$ cat src/rtl/wb_master_arbiter.sv
// Round-robin WISHBONE master arbiter: N masters share one slave bus, grant held while
// the owner keeps cyc high, with a strobe watchdog that forces err on a silent slave.
module wb_master_arbiter #(
  parameter int unsigned NMASTERS  = 4,
  parameter int unsigned ADR_WIDTH = 20,
  parameter int unsigned DAT_WIDTH = 32,
  parameter int unsigned TIMEOUT   = 1023
) (
  input  logic                            clk_i,
  input  logic                            rst_n_i,
  input  logic [NMASTERS-1:0]             m_cyc_i,
  input  logic [NMASTERS-1:0]             m_stb_i,
  input  logic [NMASTERS-1:0]             m_we_i,
  input  logic [NMASTERS*ADR_WIDTH-1:0]   m_adr_i,
  input  logic [NMASTERS*DAT_WIDTH-1:0]   m_dat_i,
  output logic [DAT_WIDTH-1:0]            m_dat_o,
  output logic [NMASTERS-1:0]             m_ack_o,
  output logic [NMASTERS-1:0]             m_err_o,
  output logic [NMASTERS-1:0]             m_rty_o,
  output logic                            s_cyc_o,
  output logic                            s_stb_o,
  output logic                            s_we_o,
  output logic [ADR_WIDTH-1:0]            s_adr_o,
  output logic [DAT_WIDTH-1:0]            s_dat_o,
  input  logic [DAT_WIDTH-1:0]            s_dat_i,
  input  logic                            s_ack_i,
  input  logic                            s_err_i,
  input  logic                            s_rty_i,
  output logic [NMASTERS-1:0]             grant_o,
  output logic                            timeout_o
);

  localparam int unsigned PTR_W = (NMASTERS > 1) ? $clog2(NMASTERS) : 1;
  localparam int unsigned CNT_W = 16;

  typedef enum logic {IDLE, OWN} state_t;

  state_t               state, state_d;
  logic [NMASTERS-1:0]  grant_d;
  logic [PTR_W-1:0]     ptr, ptr_d, pick;
  logic                 found;
  int                   idx;
  logic [CNT_W-1:0]     cnt, cnt_d;
  logic                 term, expire, owner_cyc, owner_stb;

  logic [ADR_WIDTH-1:0] adr_arr [NMASTERS];
  logic [DAT_WIDTH-1:0] dat_arr [NMASTERS];

  for (genvar k = 0; k < NMASTERS; k++) begin : g_unpack
    assign adr_arr[k] = m_adr_i[k*ADR_WIDTH +: ADR_WIDTH];
    assign dat_arr[k] = m_dat_i[k*DAT_WIDTH +: DAT_WIDTH];
  end

  assign m_dat_o = s_dat_i;

  // The pointer doubles as the grantee index while in OWN.
  always_ff @(posedge clk_i) begin
    if (!rst_n_i) begin
      state   <= IDLE;
      grant_o <= '0;
      ptr     <= PTR_W'(NMASTERS - 1);
      cnt     <= '0;
    end else begin
      state   <= state_d;
      grant_o <= grant_d;
      ptr     <= ptr_d;
      cnt     <= cnt_d;
    end
  end

  // First requester strictly after the pointer, wrapping.
  always_comb begin
    found = 1'b0;
    pick  = ptr;
    idx   = 0;
    for (int i = 1; i <= int'(NMASTERS); i++) begin
      idx = (int'(ptr) + i) % int'(NMASTERS);
      if (!found && m_cyc_i[PTR_W'(idx)]) begin
        found = 1'b1;
        pick  = PTR_W'(idx);
      end
    end
  end

  always_comb begin
    state_d   = state;
    grant_d   = grant_o;
    ptr_d     = ptr;
    cnt_d     = '0;
    s_cyc_o   = 1'b0;
    s_stb_o   = 1'b0;
    s_we_o    = 1'b0;
    s_adr_o   = '0;
    s_dat_o   = '0;
    m_ack_o   = '0;
    m_err_o   = '0;
    m_rty_o   = '0;
    timeout_o = 1'b0;
    expire    = 1'b0;
    owner_cyc = m_cyc_i[ptr];
    owner_stb = owner_cyc & m_stb_i[ptr];
    term      = s_ack_i | s_err_i | s_rty_i;

    case (state)
      IDLE: begin
        if (found) begin
          state_d = OWN;
          grant_d = NMASTERS'(1) << pick;
          ptr_d   = pick;
        end
      end
      OWN: begin
        // A real slave termination in the expiry cycle wins over the watchdog.
        expire    = (TIMEOUT != 0) && owner_stb && !term && (cnt == CNT_W'(TIMEOUT));
        s_cyc_o   = owner_cyc;
        s_stb_o   = owner_stb & ~expire;
        s_we_o    = m_we_i[ptr];
        s_adr_o   = adr_arr[ptr];
        s_dat_o   = dat_arr[ptr];
        m_ack_o   = grant_o & {NMASTERS{s_ack_i}};
        m_err_o   = grant_o & {NMASTERS{s_err_i | expire}};
        m_rty_o   = grant_o & {NMASTERS{s_rty_i}};
        timeout_o = expire;
        if ((TIMEOUT != 0) && owner_stb && !term && !expire) cnt_d = cnt + 1'b1;
        if (!owner_cyc) begin
          state_d = IDLE;
          grant_d = '0;
        end
      end
      default: state_d = IDLE;
    endcase
  end

endmodule

$ cat config.mk
export PLATFORM = sky130hd
export DESIGN_NAME = wb_master_arbiter
export DESIGN_NICKNAME = d
export VERILOG_FILES = /design/src/rtl/wb_master_arbiter.sv
export SDC_FILE = /design/constraint.sdc
export NUM_CORES = 1
export LEC_CHECK = 0
export BUFFER_PORTS_ARGS = -buffer_cell sky130_fd_sc_hd__buf_4
export CAP_MARGIN = 15
export CORE_AREA = 2 2 140 142
export CTS_BUF_LIST = sky130_fd_sc_hd__clkbuf_2
export DETAILED_ROUTE_END_ITERATION = 8
export DIE_AREA = 0 0 142 144
export RECOVER_POWER = 100
export SLEW_MARGIN = 20
export SYNTH_ARGS = -nofsm -noshare
export SYNTH_HDL_FRONTEND = slang
export SYNTH_SLANG_ARGS = --single-unit
$ cat constraint.sdc
create_clock -name clk_i -period 5.1 [get_ports clk_i]
set_input_delay 0.51 -clock clk_i [delete_from_list [all_inputs] [get_ports clk_i]]
set_output_delay 0.51 -clock clk_i [all_outputs]
set_load 0.05 [all_outputs]
==> results.yml, run 1 <==
outcome:
  status: "finished with violations"
  failed_checks: "capacitance limit, slew limit"
placed_design:
  gp_congestion: 0.824
  hpwl_um: 12400
  port_buffers: 296
  dp.cells: 786
timing:
  hold_viol: 0
  period_needed_ns: 3.89
  setup_tns_ns: 0
  finalMaxSlewViolations: 67
  setup_viol: 0
  final.setup_skew_ns: 0.0141
  slew-limit-headroom: -0.671
  fmax_ghz: 0.257
  fin_crit_sh: 0.763
  rsz0062_at_grt: "no"
  worstMarginPinSlew_ns: 2.51
synthesis:
  synth_top_family_by_area: "multiplexers"
  ys_types: 39
  synthArstFlopShare: 0
  synth-main-ff-cell: "dfxtp_1"
  avgSynthCellArea_um2: 10.2
  synth_top_cell_by_area: "mux4_2"
  synth_cells: 304
  synth.mux.area_fraction: 0.404
  synth_adder_area_share: 0.00405
  synth_edf_count: 0
  synth_top_area_frac: 0.401
  netlist_area_mm2: 0.00309
  yosys.area_share.simple: 0.256
  synth_area_leaders: "mux4_2 40%, dfxtp_1 15%, and2_1 12%"
  synth-compound-area-share: 0.0340
  synth-xor-area-share: 0.0368
  synth_warnings: 0
  synthesis.nets: 562
  ys_seq_elements: 23
  yosysSeqAreaShare: 0.149
final_layout:
  fin_cells: 792
  nFillCells: 2076
  final_nets: 811
  syn2layout_area_growth_pct: 68.9
  drive_gt1_frac: 0.609
pwr:
  powerDensity_mw_per_mm2: 193
  total_power_mw: 1.01
  leakage_nw: 2.28
  ir_drop_v: 0.000120
clocking:
  ctsHoldBuffers: 0
  clock-root-buffer: "clkbuf_2"
  clk_pin_slew_ns: 0.24
  cts_made_buffers: 3
  cts_tree: "yes"
  clk_latency_ns: 0.34
  cts-root-to-sink-buffers: 2
  clock_sinks: 23
  cts_setup_buffers: 0
  h-tree-depth: 1
  post_cts_resized: 0
routing:
  drt-total-wl_um: 14800
  first_pass_iters: 4
  wire_per_inst_um: 18.6
  vias: 3473
  ant_nets: 0
  drc: 0
  drtIter0Drc: 225
  viasPerCell: 4.39
setup_path:
  critical_path.cell_chain: "clkbuf_1, and3_1, clkbuf_1"
  crit_top_cell: "clkbuf_1"
  cpMaxStageDelayCell: "clkbuf_1"
  start_kind: "flop"
  max_stage_delay_ns: 1.76
  arrival_ns: 3.38
  worstSetupPathType: "flop to primary output"
  critPathBufInv: 2
  critPathCaptureType: "primary output"
  critPathTopFamily: "buffers and inverters"
  required_ns: 4.59
  crit_fanout: 66
min_path:
  min_path_type: "input pin to flop"
global_routing:
  overflow: 0
  grt_pass1_wl_um: 20500
  grt_usage: 0.131
  grt_pass1_vias: 3461
  grt_max_degree: 67
  antenna_found_initial: 2
die:
  design.core.area_mm2: 0.0191
  io-pin-count: 361
  fp.dieW_um: 142
  die_h_um: 144
  rows: 51
  start_util: 0.162
  dieArea_mm2: 0.0204
flow_run:
  drv_cap: 1
## cell families after synthesis
| group | count (synthesis) |
|---|---|
| mux | 56 |
| simple gates | 137 |
| xor+xnor | 13 |
| compound gates | 14 |
| fa+ha+maj | 1 |
| flops | 23 |
| buf+inv | 60 |
## layout by cell type, fill, tap and decap left out, types with 9 or more instances in the layout
master and instances:
nor2_1 20, mux4_2 55, and2_0 37, dfxtp_1 21, clkbuf_1 26, and3_1 9, and2_1 22, buf_4 273
xnor2_1 11
## worst register-to-register path: stages, from the launching register on
cell and delay [ns]:
dfxtp_1 0.37, clkbuf_1 1.76, nand4_1 0.53, or2b_1 0.58, nor2_1 0.17
## metal layers
layer,global-route usage,share of wire
met3,0.0414,0.088
met1,0.164,0.40
met4,0.0153,0.0041
met5,0,0
met2,0.227,0.50
## area by class of cell
cell class                 count  area, um^2  area share
antenna                        2        5.00    0.000959
clock buffer                   3        15.0     0.00288
clock inverter                 1        5.00    0.000959
inverter                       5        18.8     0.00359
multi-input combinational    221        2270       0.434
sequential                    23         465      0.0891
tap                          238         298      0.0570
timing repair buffer         299        2150       0.411
## path summary, 6_finish.rpt
path / startpoint / to / depth (start not counted) / slack (ns)
worst max-delay path: state / m_rty_o[0] / 3 / 1.21
worst min-delay path: rst_n_i / ptr[1] / 2 / 0.38
worst max register to register: state / cnt[13] / 4 / 1.65
worst min register to register: cnt[0] / cnt[0] / 1 / 0.51
## state kept, by name, summed over array words and instances (netlist names)
name / count
ptr: 2
state: 1
grant_o: 4
cnt: 16
## Yosys cell counts (2+ instances only)
cell	number
a21oi_1	2
a22o_1	2
a31oi_1	2
and2_1	59
and3_1	9
buf_1	4
buf_2	7
buf_4	33
clkbuf_1	11
dfxtp_1	23
inv_1	5
mux4_2	55
nand2_1	8
nand2b_1	2
nand3_1	8
nand3b_1	2
nand4_1	5
nor2_1	20
nor3_1	8
nor3b_1	3
nor4_1	4
o21ai_0	2
o2bb2ai_1	2
or3_1	2
xnor2_1	11
xor2_1	2
## through the flow
stage               instance area [um^2]  setup WS, ns  hold WS [ns]   util
finish                              5220          1.21         0.385  0.274
global route                        5220         0.823         0.362  0.274
CTS                                 5320          1.78         0.376  0.279
detailed placement                  5300          2.22         0.462  0.278
global placement                    5300          2.25         0.458  0.278
floorplan                           3090          2.12         0.441      -
## power by group
group          switching, mW  leakage, nW  internal [mW]
registers             0.0179        0.186          0.187
logic                  0.395         2.08          0.333
clock network         0.0581       0.0164         0.0178
Power figures use the tool's default switching activity.
==> run 2: changes to the inputs <==
clock period = 3.3 ns   (was 5.1 ns; I/O delays follow)
==> run 2 against run 1 <==
Against the previous run: the run now ends clean; final cell count rose by 0.38%; via count fell by 1.2%; sequential cell count did not move; setup slack got worse by 1.0 ns; clock skew fell by 0.011 ns; register-to-register slack got worse by 0.67 ns; largest cell class unchanged; largest power group unchanged.
==> results.yml, run 2 (synthesized netlist as in run 1, its figures left out) <==
setup_path:
  crit_fanout: 7
  worstSetupPathType: "flop to primary output"
  arrival_ns: 2.79
  start_kind: "flop"
  required_ns: 2.97
  critPathCaptureType: "primary output"
timing:
  final.setup_skew_ns: 0.00329
  fin_crit_sh: 0.944
  slew-limit-headroom: 0.539
  fmax_ghz: 0.321
  setup_viol: 0
  worstMarginPinSlew_ns: 0.692
  period_needed_ns: 3.12
  setup_tns_ns: 0
  hold_viol: 0
  rsz0062_at_grt: "no"
  finalMaxSlewViolations: 0
global_routing:
  overflow: 0
  antenna_found_initial: 4
  grt_pass1_vias: 3328
  grt_max_degree: 37
  grt_usage: 0.128
  grt_pass1_wl_um: 19800
flow_run:
  drv_cap: 0
final_layout:
  top_regs: "cnt x16, grant_o x4, ptr x2"
  top_register: "cnt"
  drive_gt1_frac: 0.590
  largest_reg_flops: 16
  final_common_cell: "buf_4"
  final_cell_mix: "237 x buf_4, 55 x mux4_2, 52 x and2_1"
  final_nets: 813
  syn2layout_area_growth_pct: 66.4
  design_area_mm2: 0.00514
die:
  die_h_um: 144
  io-pin-count: 361
  design.core.area_mm2: 0.0191
  fp.dieW_um: 142
  start_util: 0.162
  rows: 51
  dieArea_mm2: 0.0204
clocking:
  cts_made_buffers: 3
  post_cts_resized: 0
  cts-root-to-sink-buffers: 2
  cts_setup_buffers: 0
  clk_latency_ns: 0.33
  cts_tree: "yes"
  clock_sinks: 23
  clk_pin_slew_ns: 0.21
  clock-root-buffer: "clkbuf_2"
  h-tree-depth: 1
  ctsHoldBuffers: 0
routing:
  drtIter0Drc: 113
  vias: 3433
  drt-total-wl_um: 14400
  ant_nets: 0
  drc: 0
  first_pass_iters: 6
  viasPerCell: 4.32
  wire_per_inst_um: 18.1
pwr:
  total_power_mw: 1.52
  powerDensity_mw_per_mm2: 295
  ir_drop_v: 0.000131
  leakage_nw: 2.25
placed_design:
  hpwl_um: 12200
  port_buffers: 296
  place_area_mm2: 0.00532
  gp_congestion: 0.822
outcome:
  status: "finished, final reports clean"
min_path:
  min_path_type: "input pin to flop"
-- run 2: critical path: stages (launching register included) --
cell	delay (ns)
dfxtp_1	0.44
ha_1	0.23
nand4_1	0.24
or4_4	0.62
o31ai_2	0.51
and2_0	0.20
buf_4	0.20
-- run 2: worst paths after layout --
kind / from / to / slack (ns) / cells past startpoint
setup / recovery: cnt[0] / m_err_o[1] / 0.18 / 6
hold reg to reg: cnt[0] / cnt[0] / 0.51 / 1
setup reg to reg: ptr[0] / cnt[11] / 0.98 / 4
hold / removal: rst_n_i / ptr[1] / 0.22 / 2
-- run 2: cell type report --
type,count,area (um^2)
fill,2085,13900
clock inverter,1,5.00
inverter,5,18.8
multi-input combinational,221,2270
sequential,23,467
clock buffer,3,15.0
antenna,3,7.51
tap,238,298
timing repair buffer,301,2060
-- run 2: per-layer routing --
layer / part of all wire / track usage
met1: 0.40 / 0.158
met2: 0.47 / 0.213
met3: 0.10 / 0.0427
met4: 0.022 / 0.0400
met5: 0.0011 / 0
-- run 2: through the flow --
step                 util  setup WS (ns)  hold slack (ns)  instances
finish              0.270          0.185            0.221        795
global route        0.269         0.0290            0.177        794
floorplan               -          0.498            0.441        304
detailed placement  0.279          0.582            0.469        788
global placement    0.279          0.642            0.457        788
CTS                 0.280          0.149            0.194        792
-- run 2: power by group --
group / total (mW) / internal [mW] / switching, mW
Clock: 0.112 / 0.0275 / 0.0848
Sequential: 0.338 / 0.289 / 0.0488
Combinational: 1.07 / 0.481 / 0.587
Total: 1.52 / 0.798 / 0.720
